===== src/rtl/csr_pkg.sv =====
// Shared CSR definitions: addresses, CSR ALU op encodings, mstatus bit positions
// and the redirect FSM state type. Used by the register file, CSR ALU and decoder.
package csr_pkg;

  localparam logic [11:0] CSR_MSTATUS  = 12'h300;
  localparam logic [11:0] CSR_MIE      = 12'h304;
  localparam logic [11:0] CSR_MTVEC    = 12'h305;
  localparam logic [11:0] CSR_MSCRATCH = 12'h340;
  localparam logic [11:0] CSR_MEPC     = 12'h341;
  localparam logic [11:0] CSR_MCAUSE   = 12'h342;
  localparam logic [11:0] CSR_MTVAL    = 12'h343;
  localparam logic [11:0] CSR_MIP      = 12'h344;
  localparam logic [11:0] CSR_MCYCLE   = 12'hB00;
  localparam logic [11:0] CSR_MINSTRET = 12'hB02;

  localparam logic [1:0] CSR_OP_RW = 2'b01;
  localparam logic [1:0] CSR_OP_RS = 2'b10;
  localparam logic [1:0] CSR_OP_RC = 2'b11;

  localparam int MSTATUS_MIE    = 3;
  localparam int MSTATUS_MPIE   = 7;
  localparam int MSTATUS_MPP_LO = 11;
  localparam int MSTATUS_MPP_HI = 12;

  typedef enum logic {
    CSR_IDLE     = 1'b0,
    CSR_REDIRECT = 1'b1
  } csr_state_e;

endpackage


===== src/rtl/csr_counter.sv =====
// Free-running counter with a software load port; load wins over increment and
// the count wraps naturally from all-ones to zero.
module csr_counter #(
  parameter int W = 64
) (
  input  logic         clk,
  input  logic         rst,
  input  logic         load,
  input  logic [W-1:0] load_data,
  input  logic         inc,
  output logic [W-1:0] count
);

  always_ff @(posedge clk or posedge rst) begin
    if (rst) begin
      count <= '0;
    end else if (load) begin
      count <= load_data;
    end else if (inc) begin
      count <= count + W'(1);
    end
  end

endmodule


===== src/rtl/csr_regfile.sv =====
// Machine-mode CSR file: combinational read with write bypass, WB commit, trap/mret
// updates and a fetch redirect pulse. Define CSR_COUNTERS_EN to add mcycle/minstret.
module csr_regfile
  import csr_pkg::*;
#(
  parameter int               XLEN        = 64,
  parameter logic [XLEN-1:0]  RESET_MTVEC = '0
) (
  input  logic            clk,
  input  logic            rst,
  input  logic [11:0]     csr_raddr,
  output logic [XLEN-1:0] csr_rdata,
  output logic            csr_rillegal,
  input  logic            csr_we,
  input  logic [11:0]     csr_waddr,
  input  logic [XLEN-1:0] csr_wdata,
  input  logic            trap_valid,
  input  logic [XLEN-1:0] trap_pc,
  input  logic [XLEN-1:0] trap_cause,
  input  logic [XLEN-1:0] trap_tval,
  input  logic            mret_valid,
  input  logic            instr_retire,
  output logic            redirect_valid,
  output logic [XLEN-1:0] redirect_pc,
  output logic            mstatus_mie,
  output csr_state_e      fsm_state
);

  logic            mie_bit_q;
  logic            mpie_bit_q;
  logic [XLEN-1:0] mie_q;
  logic [XLEN-1:0] mtvec_q;
  logic [XLEN-1:0] mscratch_q;
  logic [XLEN-1:0] mepc_q;
  logic [XLEN-1:0] mcause_q;
  logic [XLEN-1:0] mtval_q;
  logic [XLEN-1:0] mstatus_val;
  logic [XLEN-1:0] rdata_raw;
  logic [XLEN-1:0] trap_base;
  logic [XLEN-1:0] target_pc;
  logic            commit_we;
  csr_state_e      state_q;
  csr_state_e      state_d;

  // A trap or mret in the same cycle flushes the instruction doing the write.
  assign commit_we = csr_we && !trap_valid && !mret_valid;

  // Value as it reads back after a write of d to addr.
  function automatic logic [XLEN-1:0] warl_mask(input logic [11:0] addr,
                                                input logic [XLEN-1:0] d);
    logic [XLEN-1:0] m;
    m = d;
    case (addr)
      CSR_MSTATUS: begin
        m = '0;
        m[MSTATUS_MIE]  = d[MSTATUS_MIE];
        m[MSTATUS_MPIE] = d[MSTATUS_MPIE];
        m[MSTATUS_MPP_HI:MSTATUS_MPP_LO] = 2'b11;
      end
      CSR_MTVEC: m[1]   = 1'b0;
      CSR_MEPC:  m[1:0] = 2'b00;
      CSR_MIP:   m      = '0;
      default:   m      = d;
    endcase
    return m;
  endfunction

  always_comb begin
    mstatus_val = '0;
    mstatus_val[MSTATUS_MIE]  = mie_bit_q;
    mstatus_val[MSTATUS_MPIE] = mpie_bit_q;
    mstatus_val[MSTATUS_MPP_HI:MSTATUS_MPP_LO] = 2'b11;
  end

`ifdef CSR_COUNTERS_EN
  logic [XLEN-1:0] mcycle_val;
  logic [XLEN-1:0] minstret_val;

  csr_counter #(.W(XLEN)) u_mcycle (
    .clk       (clk),
    .rst       (rst),
    .load      (commit_we && csr_waddr == CSR_MCYCLE),
    .load_data (csr_wdata),
    .inc       (1'b1),
    .count     (mcycle_val)
  );

  csr_counter #(.W(XLEN)) u_minstret (
    .clk       (clk),
    .rst       (rst),
    .load      (commit_we && csr_waddr == CSR_MINSTRET),
    .load_data (csr_wdata),
    .inc       (instr_retire),
    .count     (minstret_val)
  );
`else
  logic unused_retire;
  assign unused_retire = instr_retire;
`endif

  always_comb begin
    rdata_raw    = '0;
    csr_rillegal = 1'b0;
    case (csr_raddr)
      CSR_MSTATUS:  rdata_raw = mstatus_val;
      CSR_MIE:      rdata_raw = mie_q;
      CSR_MTVEC:    rdata_raw = mtvec_q;
      CSR_MSCRATCH: rdata_raw = mscratch_q;
      CSR_MEPC:     rdata_raw = mepc_q;
      CSR_MCAUSE:   rdata_raw = mcause_q;
      CSR_MTVAL:    rdata_raw = mtval_q;
      CSR_MIP:      rdata_raw = '0;
`ifdef CSR_COUNTERS_EN
      CSR_MCYCLE:   rdata_raw = mcycle_val;
      CSR_MINSTRET: rdata_raw = minstret_val;
`endif
      default:      csr_rillegal = 1'b1;
    endcase
    csr_rdata = rdata_raw;
    // Only the software write is forwarded; trap/mret effects appear after the edge.
    if (csr_we && csr_waddr == csr_raddr && !csr_rillegal) begin
      csr_rdata = warl_mask(csr_raddr, csr_wdata);
    end
  end

  always_ff @(posedge clk or posedge rst) begin
    if (rst) begin
      mie_bit_q  <= 1'b0;
      mpie_bit_q <= 1'b0;
      mie_q      <= '0;
      mtvec_q    <= warl_mask(CSR_MTVEC, RESET_MTVEC);
      mscratch_q <= '0;
      mepc_q     <= '0;
      mcause_q   <= '0;
      mtval_q    <= '0;
    end else if (trap_valid) begin
      mepc_q     <= warl_mask(CSR_MEPC, trap_pc);
      mcause_q   <= trap_cause;
      mtval_q    <= trap_tval;
      mpie_bit_q <= mie_bit_q;
      mie_bit_q  <= 1'b0;
    end else if (mret_valid) begin
      mie_bit_q  <= mpie_bit_q;
      mpie_bit_q <= 1'b1;
    end else if (csr_we) begin
      case (csr_waddr)
        CSR_MSTATUS: begin
          mie_bit_q  <= csr_wdata[MSTATUS_MIE];
          mpie_bit_q <= csr_wdata[MSTATUS_MPIE];
        end
        CSR_MIE:      mie_q      <= csr_wdata;
        CSR_MTVEC:    mtvec_q    <= warl_mask(CSR_MTVEC, csr_wdata);
        CSR_MSCRATCH: mscratch_q <= csr_wdata;
        CSR_MEPC:     mepc_q     <= warl_mask(CSR_MEPC, csr_wdata);
        CSR_MCAUSE:   mcause_q   <= csr_wdata;
        CSR_MTVAL:    mtval_q    <= csr_wdata;
        default: ;
      endcase
    end
  end

  // Vectored mode only applies to interrupts; exceptions always go to the base.
  always_comb begin
    trap_base = {mtvec_q[XLEN-1:2], 2'b00};
    if (trap_valid) begin
      if (mtvec_q[0] && trap_cause[XLEN-1]) begin
        target_pc = trap_base + {trap_cause[XLEN-3:0], 2'b00};
      end else begin
        target_pc = trap_base;
      end
    end else begin
      target_pc = mepc_q;
    end
  end

  always_comb begin
    state_d = CSR_IDLE;
    if (trap_valid || mret_valid) begin
      state_d = CSR_REDIRECT;
    end
  end

  always_ff @(posedge clk or posedge rst) begin
    if (rst) begin
      state_q     <= CSR_IDLE;
      redirect_pc <= '0;
    end else begin
      state_q <= state_d;
      if (trap_valid || mret_valid) begin
        redirect_pc <= target_pc;
      end
    end
  end

  assign redirect_valid = (state_q == CSR_REDIRECT);
  assign mstatus_mie    = mie_bit_q;
  assign fsm_state      = state_q;

endmodule


===== config.mk =====
export PLATFORM = sky130hd
export DESIGN_NAME = csr_regfile
export DESIGN_NICKNAME = d
export VERILOG_FILES = /design/src/rtl/csr_pkg.sv /design/src/rtl/csr_counter.sv /design/src/rtl/csr_regfile.sv
export SDC_FILE = /design/constraint.sdc
export NUM_CORES = 1
export LEC_CHECK = 0
export BUFFER_PORTS_ARGS = -buffer_cell sky130_fd_sc_hd__buf_4
export CAP_MARGIN = 20
export CORE_ASPECT_RATIO = 1.75
export CORE_MARGIN = 5
export CORE_UTILIZATION = 40
export DETAILED_ROUTE_END_ITERATION = 10
export HOLD_SLACK_MARGIN = 0.1
export PLACE_DENSITY = 0.68
export SLEW_MARGIN = 20
export SYNTH_ARGS = -nofsm -noshare
export SYNTH_HDL_FRONTEND = slang
export SYNTH_SLANG_ARGS = --single-unit
export TNS_END_PERCENT = 1

===== constraint.sdc =====
create_clock -name clk -period 16 [get_ports clk]
set_input_delay 3.2 -clock clk [delete_from_list [all_inputs] [get_ports clk]]
set_output_delay 3.2 -clock clk [all_outputs]
set_load 0.005 [all_outputs]

# After elaboration in Yosys (flattened, before gate mapping)
# Cells that the tools add are included.
# totals
reg_bits	450
out_inout_bits	132
input_bits	286
# classes
mux	29
reduce_logical	20
n_bitwise	2
add_sub_neg	1
eq_ne	17
# op_table
cell	count
two-way mux 64 bit	15
case mux 64 bit (7 select lines)	1
== test 12 x 10 -> 1 bit (second input constant)	15
case mux 62 bit (2 select lines)	1
adder 64 bit	1
== test 12 bit	1
two-way mux 1 bit	12
AND reduction 4 bit	3
AND reduction 3 bit	3
nonzero test 2 bit	4
OR reduction 8 bit	1
nonzero test 3 bit	2
OR reduction 4 bit	1
logical AND 1 bit	3
OR reduction 3 bit	1
inequality test 2 bit (second input constant)	1
inverter 1 bit	2
AND reduction 2 bit	1
logical OR 1 bit	1

# Longest topological paths before layout
# logic_depth
depth_word	5
depth_mapped	13
depth_no_buf	13

# Worst setup path after synthesis
# Ideal clock, no wire load.
# synth_timing
kind	input to output
from	in csr_raddr[11]
to	out csr_rdata[13]
arrival_ps	5132
n_path_buf	2
cell_stages	8
setup_slack_ps	7668
t_required_ps	12800
path_cell_list	nor4b_1 and4b_1 clkbuf_1 nand2_1 nor3b_1 clkbuf_1 a221oi_1 o21ai_0
# synth_between
elab_chain_cells	4
elab_cells_between_ends	15
cone_classes	eq/ne: 9; mux: 3; reduce/logical: 3
# synth_lines
element	line	source
start: declaration	csr_regfile.sv:11	input logic [11:0] csr_raddr,
== test 12 x 10 -> 1 bit (tied with other cells)	csr_regfile.sv:53, csr_regfile.sv:104	
OR reduction 8 bit (no line) or logical AND 1 bit (tied branches)	--	
logical AND 1 bit	csr_regfile.sv:121	if (csr_we && csr_waddr == csr_raddr && !csr_rillegal) begin
two-way mux 64 bit (*)	csr_regfile.sv:121	
end: declaration	csr_regfile.sv:12	output logic [XLEN-1:0] csr_rdata,
# Every way passes the cells marked *; elsewhere a longest branch is shown, timed or not.

# Final worst setup path
# layout_timing
from	in csr_raddr[1]
to	out csr_rdata[44]
# The elaborated chain is that of the path after synthesis.

==> impl_metrics.json <==
{
  "leakagePower_nw": 15.19,
  "fill_cells": 6129,
  "cts.repair.resized": 0,
  "drive_gt1_share_pct": 24.40,
  "synth_fa_ha_area_share_pct": 2.998,
  "layout_setup_ws_ps": 5942,
  "syn_to_final_growth_pct": 20.48,
  "ant_nets": 0,
  "power_frac_seq_pct": 45.5,
  "drt-met1-wl_um": 34230,
  "die_w_um": 203.2,
  "cts_root_buf": "clkbuf_16",
  "dr.first_iter.drc_count": 1478,
  "clockBufferDepth": 3,
  "fin_area_um2": 31470,
  "insertion_delay_ps": 590,
  "ys_ff_latch": 446,
  "antenna_found_initial": 9,
  "cts_setup_buffers": 0,
  "ys_seq_area_share_pct": 42.72,
  "ioPinCount": 418,
  "synth_compound_area_share_pct": 17.09,
  "ys_warn_count": 0,
  "final_cell_mix": "dfrtp_1 (446), buf_4 (437), nand2_1 (425)",
  "synthXorXnorAreaFrac_pct": 2.313,
  "wl_per_cell_um": 23.40,
  "slew_viol_final": 0,
  "worst_pin_slew_ps": 1042,
  "ir_drop_mv": 0.07268,
  "seq_area_um2": 11160,
  "rsz0062_at_grt": "false",
  "routabilityCongestion": 0.9456,
  "synthArstFlopShare_pct": 100.0,
  "combinationalPowerShare_pct": 11.5,
  "p_per_area_nw_per_um2": 85.07,
  "whs_path_depth": 1,
  "start_util_pct": 40.18,
  "required_ps": 12800,
  "die_y_um": 348.1,
  "via_count": 22380,
  "cts_buffers": 45,
  "cts_sinks": 446,
  "p_switching_mw": 0.6788,
  "intPower_mw": 1.998,
  "drc": 0,
  "criticalPathCategory": "in -> out",
  "post-place-ws_ps": 5961,
  "first_pass_iters": 7,
  "critPathCaptureType": "primary output",
  "viasPerCell": 5.825,
  "path_clk_slew_ps": 60,
  "synth_top_family_by_area": "multiplexers",
  "min_period_ps": 10060,
  "min_path_type": "reg -> reg",
  "r2r_cells": 13,
  "placed_cell_area_um2": 29850,
  "cts-htree-levels": 2,
  "synth_edf_count": 0,
  "grt_pass1_vias": 22790,
  "synthCells": 2686,
  "start_kind": "input port",
  "hold_slack_ps": 487.9,
  "grtUsageTotal_pct": 24.39,
  "io_buffers": 412,
  "grt_pass1_wl_um": 135500,
  "synthFlopType": "dfrtp_1",
  "finalCritPeriodShare_pct": 62.86,
  "wl_um": 89920,
  "critPathArrivalTime_ps": 6860,
  "holdBufCountCts": 0,
  "final_common_cell": "dfrtp_1",
  "setup_viol": 0,
  "max_freq_mhz": 99.42,
  "rows": 124,
  "p_total_mw": 2.677,
  "critPathMaxFanout": 58,
  "grt_max_degree": 212,
  "ys_types": 75,
  "setup_tns_ps": 0,
  "avgSynthCellArea_um2": 9.725,
  "multiInputGateArea_um2": 14210,
  "outcome": "finished, final reports clean",
  "dr_wl_met3_um": 5543,
  "topRoutingLayerUsed": "met5",
  "clkPwrFrac_pct": 42.9,
  "hold_viol": 0,
  "synth_mux_area_share_pct": 21.53,
  "nets": 3331,
  "overflow": 0,
  "skew_ps": 26.79,
  "relSlewSlack_pct": 30.52,
  "die-area_um2": 70720,
  "synth_simple_gate_area_share_pct": 10.11,
  "dp_hpwl_um": 62220,
  "cts_tree": "yes",
  "wl_met2_um": 46090,
  "syn_area_um2": 26120,
  "sw_frac_of_total_pct": 25.35,
  "core-area_um2": 65010,
  "maxCapViolations": 0
}
==> cells by family (layout without fill, tap and decap cells) <==
logic type               count (synthesis)  count (layout)
AO/OA/AOI/OAI                          738             738
AND/OR/NAND/NOR                        618             618
multiplexers                           538             538
flip-flops                             446             446
buffers and inverters                  214             544
XOR/XNOR                                69              69
adder cells (fa/ha/maj)                 62              62
other                                    1               8
==> final timing paths <==
check | slack (ps) | startpoint | to
min reg2reg | 490 | mie_q[40]$_DFFE_PP0P_ | mie_q[40]$_DFFE_PP0P_
max | 5940 | csr_raddr[1] | csr_rdata[44]
min in group asynchronous | 2700 | rst | mtval_q[1]$_DFFE_PP0P_
max reg2reg | 11810 | mtvec_q[2]$_DFFE_PP0P_ | redirect_pc[58]$_DFFE_PP0N_
max in group asynchronous | 11060 | rst | mie_q[37]$_DFFE_PP0P_
min | 490 | mie_q[40]$_DFFE_PP0P_ | mie_q[40]$_DFFE_PP0P_
==> worst max-delay path: stages <==
cell	delay (ps)
buf_6	530
xor2_1	130
nor4_1	190
nand3_1	120
nor3_1	420
nand2_1	240
nor2_4	780
buf_4	630
nand2_1	90
o21ai_0	210
buf_4	200
==> final cells by class <==
type	count	area share [%]
Antenna cell	6	0.04771
Clock buffer	67	4.389
Clock inverter	14	0.6957
Inverter	20	0.2624
Multi-Input combinational cell	2027	45.15
Sequential cell	446	35.46
Tap cell	819	3.256
Timing Repair Buffer	443	10.73
==> state kept, by name (all words and copies together) (netlist names) <==
name / count
fsm_state: 1
mscratch_q: 64
redirect_pc: 62
mtvec_q: 63
mcause_q: 64
mie_q: 64
mepc_q: 62
mtval_q: 64
mpie_bit_q: 1
mstatus_mie: 1
==> power by group through the flow <==
stage / Combinational (mW) / Sequential (mW) / Clock, mW
6_report: 0.308 / 1.22 / 1.15
5_1_grt: 0.342 / 1.22 / 1.21
4_1_cts: 0.310 / 1.22 / 1.18
3_5_place_dp: 0.308 / 1.24 / 0
3_3_place_gp: 0.304 / 1.24 / 0
2_1_floorplan: 0.164 / 1.23 / 0
==> metrics by stage <==
step	cells	utilization [%]
after floorplan	2687	-
after global placement	3755	45.92
after detailed placement	3755	45.92
after CTS	3836	48.38
after global routing	3840	48.40
final	3842	48.41
==> synth_stat cells (11+ instances only) <==
cell / number / area, um2
o22ai_1: 39 / 244.0
nand4_1: 13 / 81.33
a31oi_1: 21 / 131.4
nor2b_1: 27 / 168.9
mux2i_1: 347 / 3473
buf_1: 13 / 48.80
nor2_1: 72 / 270.3
mux2_2: 183 / 2061
a211oi_1: 34 / 255.2
o21bai_1: 18 / 135.1
o21ai_1: 11 / 55.05
o21ai_0: 357 / 1787
nand3_1: 19 / 95.09
a21oi_1: 105 / 525.5
xor2_1: 33 / 289.0
xnor2_1: 36 / 315.3
nand2_1: 427 / 1603
ha_1: 61 / 763.2
clkbuf_1: 157 / 589.3
inv_1: 19 / 71.32
buf_2: 21 / 105.1
a21o_1: 31 / 232.7
o221ai_1: 24 / 210.2
a221oi_1: 49 / 429.2
nor3_1: 12 / 60.06
dfrtp_1: 446 / 11160
==> metal layers <==
| metal | track usage [%] | up-vias |
|---|---|---|
| li1 | - | 10330 |
| met1 | 28.86 | 11040 |
| met2 | 43.44 | 809 |
| met3 | 3.829 | 198 |
| met4 | 11.08 | 4 |
| met5 | 0 | - |
(Power assumes the default switching activity.)
